`src/rtl/imem_loader_pkg.sv`:
```
// imem_loader_pkg
//   Shared constants for the instruction-memory loader: default imem
//   geometry, default release interval, and the loader state encoding.
//   Also provides a sizing helper for the release down-counter.
package imem_loader_pkg;

  localparam int IMEM_ADDR_W         = 12;
  localparam int IMEM_DEPTH          = 4096;
  localparam int INSTR_W             = 32;
  localparam int RELEASE_CYCLES_DFLT = 8;

  // Encodings are fixed so that other processor blocks decoding the
  // loader state see the same values.
  typedef enum logic [2:0] {
    IDLE    = 3'd0,
    LOAD    = 3'd1,
    FLUSH   = 3'd2,
    RELEASE = 3'd3,
    DONE    = 3'd4
  } loader_state_e;

  // Width of a down-counter that must hold the value cycles-1.
  function automatic int timer_width(input int cycles);
    return (cycles > 1) ? $clog2(cycles) : 1;
  endfunction

endpackage

```
`src/rtl/imem_loader_if.sv`:
```
// imem_loader_if
//   Valid/ready word stream carrying the program image into the loader.
//   Signals:
//     in_valid  source has a word on in_data
//     in_ready  loader accepts the word this cycle
//     in_data   instruction word
//     in_last   marks the final word of the program (qualified by in_valid)
//   Modports:
//     master  word source
//     slave   loader
interface imem_loader_if #(
  parameter int DATA_WIDTH = 32
) ();

  logic                  in_valid;
  logic                  in_ready;
  logic [DATA_WIDTH-1:0] in_data;
  logic                  in_last;

  modport master (
    output in_valid,
    output in_data,
    output in_last,
    input  in_ready
  );

  modport slave (
    input  in_valid,
    input  in_data,
    input  in_last,
    output in_ready
  );

endinterface

```
`src/rtl/imem_loader_release_timer.sv`:
```
// load_release_timer
//   Loadable down-counter timing the interval the processor is held in
//   reset after the final imem write.
//   Ports:
//     clock       system clock
//     reset       synchronous, active-high; clears the count
//     load        load load_value (has priority over dec)
//     dec         decrement by one; holds at zero
//     load_value  value loaded on load
//     expired     count is zero
module load_release_timer #(
  parameter int CNT_W = 3
) (
  input  logic             clock,
  input  logic             reset,
  input  logic             load,
  input  logic             dec,
  input  logic [CNT_W-1:0] load_value,
  output logic             expired
);

  logic [CNT_W-1:0] count;

  always_ff @(posedge clock) begin
    if (reset) begin
      count <= '0;
    end else if (load) begin
      count <= load_value;
    end else if (dec && (count != '0)) begin
      count <= count - CNT_W'(1);
    end
  end

  assign expired = (count == '0);

endmodule

```
`src/rtl/imem_loader.sv`:
```
// imem_loader
//   Streams a program into a writable instruction memory over a valid/ready
//   word interface, keeps the processor in reset while loading, waits a
//   settle interval after the final write, then releases the processor.
//   Ports:
//     clock         system clock (same clock as the imem)
//     reset         synchronous, active-high
//     load_start    one-cycle pulse; starts a load at address 0 (IDLE/DONE only)
//     stream        word stream (imem_loader_if.slave)
//     imem_address  registered imem write address
//     imem_data     registered imem write data
//     imem_wren     registered imem write enable
//     proc_reset    registered processor reset; low only in DONE
//     load_done     registered; high only in DONE
//     word_count    words written by the current/last load, saturates at DEPTH
//     overflow_err  sticky: program did not end within DEPTH words
//   DEPTH must equal 2**ADDR_WIDTH.
module imem_loader
  import imem_loader_pkg::*;
#(
  parameter int ADDR_WIDTH     = IMEM_ADDR_W,
  parameter int DATA_WIDTH     = INSTR_W,
  parameter int DEPTH          = IMEM_DEPTH,
  parameter int RELEASE_CYCLES = RELEASE_CYCLES_DFLT
) (
  input  logic                  clock,
  input  logic                  reset,
  input  logic                  load_start,
  imem_loader_if.slave          stream,
  output logic [ADDR_WIDTH-1:0] imem_address,
  output logic [DATA_WIDTH-1:0] imem_data,
  output logic                  imem_wren,
  output logic                  proc_reset,
  output logic                  load_done,
  output logic [ADDR_WIDTH:0]   word_count,
  output logic                  overflow_err
);

  localparam int TIMER_W = timer_width(RELEASE_CYCLES);

  localparam logic [ADDR_WIDTH-1:0] LAST_ADDR = ADDR_WIDTH'(DEPTH - 1);
  localparam logic [ADDR_WIDTH:0]   COUNT_MAX = (ADDR_WIDTH + 1)'(DEPTH);

  loader_state_e state_q, state_d;

  logic [ADDR_WIDTH-1:0] ptr_q, ptr_d;
  logic [ADDR_WIDTH:0]   count_d;
  logic                  ovf_d;
  logic                  wren_d;
  logic [ADDR_WIDTH-1:0] addr_d;
  logic [DATA_WIDTH-1:0] data_d;
  logic                  xfer;
  logic                  timer_load;
  logic                  timer_dec;
  logic                  timer_expired;

  function automatic logic [ADDR_WIDTH:0] count_sat_inc(input logic [ADDR_WIDTH:0] v);
    return (v >= COUNT_MAX) ? COUNT_MAX : v + (ADDR_WIDTH + 1)'(1);
  endfunction

  // Ready is a pure function of state so the source never sees a
  // combinational loop through in_valid.
  assign stream.in_ready = (state_q == LOAD);
  assign xfer            = stream.in_valid && (state_q == LOAD);

  load_release_timer #(
    .CNT_W (TIMER_W)
  ) u_release_timer (
    .clock      (clock),
    .reset      (reset),
    .load       (timer_load),
    .dec        (timer_dec),
    .load_value (TIMER_W'(RELEASE_CYCLES - 1)),
    .expired    (timer_expired)
  );

  always_ff @(posedge clock) begin
    if (reset) begin
      state_q <= IDLE;
    end else begin
      state_q <= state_d;
    end
  end

  always_comb begin
    state_d    = state_q;
    ptr_d      = ptr_q;
    count_d    = word_count;
    ovf_d      = overflow_err;
    wren_d     = 1'b0;
    addr_d     = imem_address;
    data_d     = imem_data;
    timer_load = 1'b0;
    timer_dec  = 1'b0;

    case (state_q)
      IDLE, DONE: begin
        if (load_start) begin
          state_d = LOAD;
          ptr_d   = '0;
          count_d = '0;
          ovf_d   = 1'b0;
        end
      end

      LOAD: begin
        if (xfer) begin
          wren_d  = 1'b1;
          addr_d  = ptr_q;
          data_d  = stream.in_data;
          count_d = count_sat_inc(word_count);
          if (ptr_q == LAST_ADDR) begin
            // Top of memory: stop here whether or not the program ended,
            // and leave ptr parked so it can never wrap onto address 0.
            state_d = FLUSH;
            if (!stream.in_last) begin
              ovf_d = 1'b1;
            end
          end else begin
            ptr_d = ptr_q + ADDR_WIDTH'(1);
            if (stream.in_last) begin
              state_d = FLUSH;
            end
          end
        end
      end

      // The final write is on the imem port during this cycle.
      FLUSH: begin
        timer_load = 1'b1;
        state_d    = RELEASE;
      end

      RELEASE: begin
        if (timer_expired) begin
          state_d = DONE;
        end else begin
          timer_dec = 1'b1;
        end
      end

      default: begin
        state_d = IDLE;
      end
    endcase
  end

  // ---- registered outputs: derived from the state being entered ----
  always_ff @(posedge clock) begin
    if (reset) begin
      // Any write still pending is dropped; imem keeps partial content.
      ptr_q        <= '0;
      word_count   <= '0;
      overflow_err <= 1'b0;
      imem_wren    <= 1'b0;
      imem_address <= '0;
      imem_data    <= '0;
      proc_reset   <= 1'b1;
      load_done    <= 1'b0;
    end else begin
      ptr_q        <= ptr_d;
      word_count   <= count_d;
      overflow_err <= ovf_d;
      imem_wren    <= wren_d;
      imem_address <= addr_d;
      imem_data    <= data_d;
      proc_reset   <= (state_d != DONE);
      load_done    <= (state_d == DONE);
    end
  end

endmodule
```
`src/flat_wrapper.sv`:
```
// flat-port wrapper written by rule: the top's interface ports become plain ports
module imem_loader_flat import imem_loader_pkg::*;
#(
  parameter int ADDR_WIDTH     = IMEM_ADDR_W,
  parameter int DATA_WIDTH     = INSTR_W,
  parameter int DEPTH          = IMEM_DEPTH,
  parameter int RELEASE_CYCLES = RELEASE_CYCLES_DFLT
)
  (clock, reset, load_start, imem_address, imem_data, imem_wren, proc_reset, load_done, word_count, overflow_err, stream_in_valid, stream_in_data, stream_in_last, stream_in_ready);
  imem_loader_if #(.DATA_WIDTH(DATA_WIDTH)) stream_i ();
  input  logic clock;
  input  logic reset;
  input  logic load_start;
  output logic [ADDR_WIDTH-1:0] imem_address;
  output logic [DATA_WIDTH-1:0] imem_data;
  output logic imem_wren;
  output logic proc_reset;
  output logic load_done;
  output logic [ADDR_WIDTH:0] word_count;
  output logic overflow_err;
  input wire logic [$bits(stream_i.in_valid)-1:0] stream_in_valid;
  input wire logic [$bits(stream_i.in_data)-1:0] stream_in_data;
  input wire logic [$bits(stream_i.in_last)-1:0] stream_in_last;
  output wire logic [$bits(stream_i.in_ready)-1:0] stream_in_ready;
  assign stream_i.in_valid = stream_in_valid;
  assign stream_i.in_data = stream_in_data;
  assign stream_i.in_last = stream_in_last;
  assign stream_in_ready = stream_i.in_ready;
  imem_loader #(.ADDR_WIDTH(ADDR_WIDTH), .DATA_WIDTH(DATA_WIDTH), .DEPTH(DEPTH), .RELEASE_CYCLES(RELEASE_CYCLES)) u_core (.clock(clock), .reset(reset), .load_start(load_start), .stream(stream_i), .imem_address(imem_address), .imem_data(imem_data), .imem_wren(imem_wren), .proc_reset(proc_reset), .load_done(load_done), .word_count(word_count), .overflow_err(overflow_err));
endmodule
```
`config.mk`:
```
export PLATFORM = sky130hd
export DESIGN_NAME = imem_loader_flat
export DESIGN_NICKNAME = d
export VERILOG_FILES = /design/src/rtl/imem_loader_pkg.sv /design/src/rtl/imem_loader_if.sv /design/src/rtl/imem_loader_release_timer.sv /design/src/rtl/imem_loader.sv /design/src/flat_wrapper.sv
export SDC_FILE = /design/constraint.sdc
export NUM_CORES = 1
export LEC_CHECK = 0
export ABC_CLOCK_PERIOD_IN_PS = 3500
export BUFFER_PORTS_ARGS = -buffer_cell sky130_fd_sc_hd__buf_2
export CAP_MARGIN = 20
export CELL_PAD_IN_SITES_DETAIL_PLACEMENT = 1
export CELL_PAD_IN_SITES_GLOBAL_PLACEMENT = 1
export CORE_UTILIZATION = 40
export CTS_CLUSTER_SIZE = 20
export DETAILED_ROUTE_END_ITERATION = 16
export GPL_TIMING_DRIVEN = 1
export PLACE_DENSITY_LB_ADDON = 0.2
export REMOVE_ABC_BUFFERS = 1
export SYNTH_ARGS = -nofsm -noshare
export SYNTH_HDL_FRONTEND = slang
export SYNTH_SLANG_ARGS = --single-unit
```
`constraint.sdc`:
```
create_clock -name clock -period 3.5 [get_ports clock]
set_input_delay 1.05 -clock clock [delete_from_list [all_inputs] [get_ports clock]]
set_output_delay 1.05 -clock clock [all_outputs]
set_load 0.01 [all_outputs]
```
* Word-level counts from Yosys, hierarchy flattened
Cells that the tools add are included.
** Storage, ports and cells
- Output and inout bits :: 62
- Logic and storage cells :: 65
- Bits in registers :: 79
** Cells by class
- Reduce and logical (&&, ||, !) cells :: 13
- Equal/unequal tests :: 12
- Bitwise logic cells :: 1
- $add $sub $neg :: 3
- Magnitude comparators :: 1
- Mux-type cells :: 25
** Operators by type and width (number)
- 13-bit two-way mux :: 3
- 12-bit two-way mux :: 3
- 13-bit one-hot mux with 2 select lines :: 1
- 12-bit one-hot mux with 2 select lines :: 1
- 3-bit two-way mux :: 7
- 13-bit by 1-bit adder with 13-bit output (second input constant) :: 1
- 13-bit greater-or-equal comparator (second input constant) :: 1
- 12-bit by 1-bit adder with 12-bit output (second input constant) :: 1
- 12-bit == test (second input constant) :: 1
- 3-bit one-hot mux with 4 select lines :: 1
- 1-bit two-way mux :: 8
- 3-bit by 2-bit == test with 1-bit output (second input constant) :: 2
- 3-bit == test (second input constant) :: 2
- 3-bit logical NOT :: 2
- 2-bit != test (second input constant) :: 3
- 5-bit AND reduction :: 1
- 2-bit by 1-bit != test with 1-bit output (second input constant) :: 2
- 4-bit AND reduction :: 1
- 2-bit nonzero test :: 2
- 2-bit OR reduction :: 2
- 3-bit by 1-bit == test with 1-bit output (second input constant) :: 1
- 3-bit != test (second input constant) :: 1
- 3-bit AND reduction :: 1
- 3-bit nonzero test :: 1
- other kinds (5) :: 6

* Longest topological paths before layout
- Depth after elaboration :: 6
- Depth in mapped cells :: 7
- Gate-level depth less buffers :: 6

* Hierarchy
From an unflattened synthesis, not the netlist that was laid out.
** Unflattened totals
- Cells, all modules :: 400
- Area total of the unflattened synthesis :: 3264.4 sq um
** Modules (own cells, without submodules)
- imem_loader :: cells each 379, area each 3081.7 sq um, times used 1
- load_release_timer :: cells each 21, area each 182.7 sq um, times used 1

* Worst setup path after synthesis
No wires, ideal clock.
- Kind :: input -> register
- Start :: input load_start
- End :: register u_core.ptr_q[8]
- Stages on the path :: 4
- Slack :: 1166 ps
- Library setup time :: 70 ps
- Data arrival time :: 2264 ps
- Cell sequence :: or3b_4 a21o_1 or4_1 a21oi_1
** On the way
- Word-level cells in the longest chain between the ends :: 2
** RTL lines
- start, declared :: RTL line flat_wrapper.sv:13 : input logic load_start;
- 2-bit != test (no source line)
- 4-bit AND reduction (no source line)
- end signal, assigned :: RTL line imem_loader.sv:161 : ptr_q <= ptr_d;
- end, declared :: RTL line imem_loader.sv:46 : logic [ADDR_WIDTH-1:0] ptr_q, ptr_d;
No other way between the ends.
A chain may end at the register's enable or synchronous reset.

* Final worst setup path
- Start :: register u_core.state_q[0]
- End :: output stream_in_ready
** On the way
- Word-level cells in the longest chain between the ends :: 1
** RTL lines
- start, declared :: RTL line imem_loader.sv:44 : loader_state_e state_q, state_d;
- start signal, assigned :: RTL line imem_loader.sv:81 : state_q <= state_d;
- 3-bit by 1-bit == test with 1-bit output :: RTL line imem_loader.sv:63 : assign stream.in_ready = (state_q == LOAD);
- end, declared :: RTL line flat_wrapper.sv:24 : output wire logic [$bits(stream_i.in_ready)-1:0] stream_in_ready;
No other way between the ends.

==> flow_summary.json <==
{
  "status": "complete, no violations",
  "n_fill_cell": 1015,
  "drt_iter0_drc": 89,
  "relSlewSlack": 0.4364,
  "synth-seq-cells": 79,
  "setup_viol": 0,
  "period_share": 0.7776,
  "cts_buffer_depth": 2,
  "cts_buffers": 9,
  "tritoncts": "built",
  "synth-seq-area-share": 0.4845,
  "routed_wl_um": 8434,
  "crit_type": "reg -> out",
  "wire_per_inst_um": 14.17,
  "num_vias": 3118,
  "peakVddDrop_mv": 0.1830,
  "die_y_um": 92.34,
  "globalRouteOverflowTotal": 0,
  "grt_start_max_net_pins": 47,
  "vias_per_cell": 5.240,
  "final_common_cell": "nand2_1",
  "htreeDepth": 3,
  "clkSlewWorstSetupHoldPaths_ns": 0.08,
  "io_pins": 99,
  "initial_utilization": 0.4181,
  "multi_input_area_um2": 1567,
  "gp_congestion": 0.7795,
  "path_max_fanout": 14,
  "whs_ns": 0.4528,
  "fin_util": 0.5229,
  "fmax_mhz": 367.5,
  "synthArstFlopShare": 0,
  "maxCapViolCount": 0,
  "ant_nets": 0,
  "path_cells": "or3b_1 > inv_1 > buf_2",
  "grt_pass1_wl_um": 13630,
  "netlist.area_leader.share": 0.4845,
  "slowest_stage": "dfxtp_1",
  "core_um2": 7807,
  "ys_warn_count": 0,
  "cp-end-kind": "output port",
  "antenna_found_initial": 0,
  "synth_top_area_cell": "dfxtp_1",
  "worstSetupStartpointType": "flop",
  "grt_pass1_vias": 2966,
  "drv_slew": 0,
  "final-hold-violation-count": 0,
  "power_leakage_nw": 1.646,
  "slowest_delay_ns": 0.63,
  "syn_area_per_cell_um2": 8.243,
  "layout_min_cycle_time_ns": 2.721,
  "synth.area.top_cells": "dfxtp_1 48%, nand2_1 12%, a21oi_1 8.9%, ha_1 1.9%, nor2_1 1.8%",
  "die_area_um2": 8526,
  "dr.pass1.iters": 4,
  "worstPathRequired_ns": 2.45,
  "finalNetCount": 530,
  "cts_resized": 0,
  "die_width_um": 92.34,
  "port_buffers": 98,
  "hold_buffers": 0,
  "arrival_ns": 1.67,
  "synth_edf_count": 0,
  "area_growth_pct": 25.07,
  "postCtsSetupRepairBufs": 0,
  "synthesis.area_um2": 3264,
  "clockRootBuffer": "clkbuf_8",
  "cts_sinks": 79,
  "synth_flop_cell": "dfxtp_1",
  "final_cell_mix": "101 x nand2_1, 98 x buf_2, 79 x dfxtp_1",
  "clk_latency_ns": 0.35,
  "yosysUniqueCellTypes": 49,
  "min_path_type": "reg -> reg",
  "layout-drive-gt1-share": 0.2596,
  "place.detailed.hpwl_um": 5988,
  "diodes": 0,
  "power_density_nw_per_um2": 467.1,
  "num_rows": 32,
  "worstMarginPinSlew_ns": 0.8377,
  "finClkSkew_ns": 0.01078,
  "rsz0062_at_grt": "no",
  "drc": 0,
  "grt.total_usage": 0.2012,
  "register_area_um2": 1582,
  "postSynthCellCount": 396
}
==> cell families after synthesis <==
kind of cell,share of synthesized area
multiplexers,0.006133
XOR/XNOR,0.01610
AO/OA/AOI/OAI,0.1667
adder cells (fa/ha/maj),0.01916
AND/OR/NAND/NOR,0.2656
flip-flops,0.4845
buffers and inverters,0.04178
==> synthesized netlist by cell type, types with 5 or more instances <==
| cell type | count |
|---|---|
| or3_1 | 8 |
| o21ai_0 | 5 |
| nor2_1 | 16 |
| o31ai_1 | 7 |
| and3_1 | 5 |
| or4_1 | 7 |
| clkbuf_1 | 15 |
| ha_1 | 5 |
| o21ai_1 | 6 |
| xor2_1 | 5 |
| dfxtp_1 | 79 |
| nand2_1 | 101 |
| nand3_1 | 11 |
| a21oi_1 | 58 |
| inv_1 | 9 |
==> critical path: cells and delay by family (launching register included) <==
family | cells | cell delay [ns]
buffers and inverters | 2 | 0.21
flip-flops | 1 | 0.63
AND/OR/NAND/NOR | 1 | 0.49
==> flip-flops by register name, summed over array words and instances (netlist names) <==
signal                        flops
u_core.imem_address              12
u_core.u_release_timer.count      3
u_core.state_q                    3
u_core.overflow_err               1
u_core.imem_wren                  1
u_core.imem_data                 32
u_core.proc_reset                 1
u_core.ptr_q                     12
u_core.load_done                  1
u_core.word_count                13
==> where the power goes <==
group          total [W]  switching (W)  leakage, nW  internal [W]
sequential      0.000943      0.0000197        0.639      0.000923
combinational   0.000191       0.000117        0.898     0.0000738
clock           0.000774       0.000349        0.109      0.000425
total            0.00191       0.000486         1.65       0.00142
==> per-stage QoR <==
stage	instance area [um2]	setup TNS, ns	power, W	instances	setup slack [ns]
floorplan	3162	-147.84	0.001061	372	-3.436
global placement	3845	0	0.001152	578	0.8869
detailed placement	3845	0	0.001159	578	0.8359
CTS	4075	0	0.001931	594	0.7627
global route	4083	0	0.001989	595	0.6862
finish	4083	0	0.001907	595	0.7786
==> area by class of cell <==
cell class / instances / area share
Tap cell: 102 / 0.03126
Timing Repair Buffer: 105 / 0.1330
Multi-Input combinational cell: 284 / 0.3837
Clock inverter: 6 / 0.02268
Sequential cell: 79 / 0.3874
Inverter: 9 / 0.008275
Clock buffer: 10 / 0.03371
==> layer usage <==
metal | wire length (um) | global-route usage
met1 | 3765 | 0.2382
met2 | 4219 | 0.3537
met3 | 333 | 0.05255
met4 | 115 | 0.06250
met5 | 0 | 0
==> path summary, 6_finish.rpt <==
path	from	depth (start not counted)	slack, ns	end
worst max register to register	u_core.state_q[0]	5	1.37	u_core.word_count[9]
worst min register to register	u_core.imem_address[10]	2	0.45	u_core.imem_address[10]
worst min-delay path	u_core.imem_address[10]	2	0.45	u_core.imem_address[10]
worst max-delay path	u_core.state_q[0]	3	0.78	stream_in_ready
(Power assumes the default switching activity.)
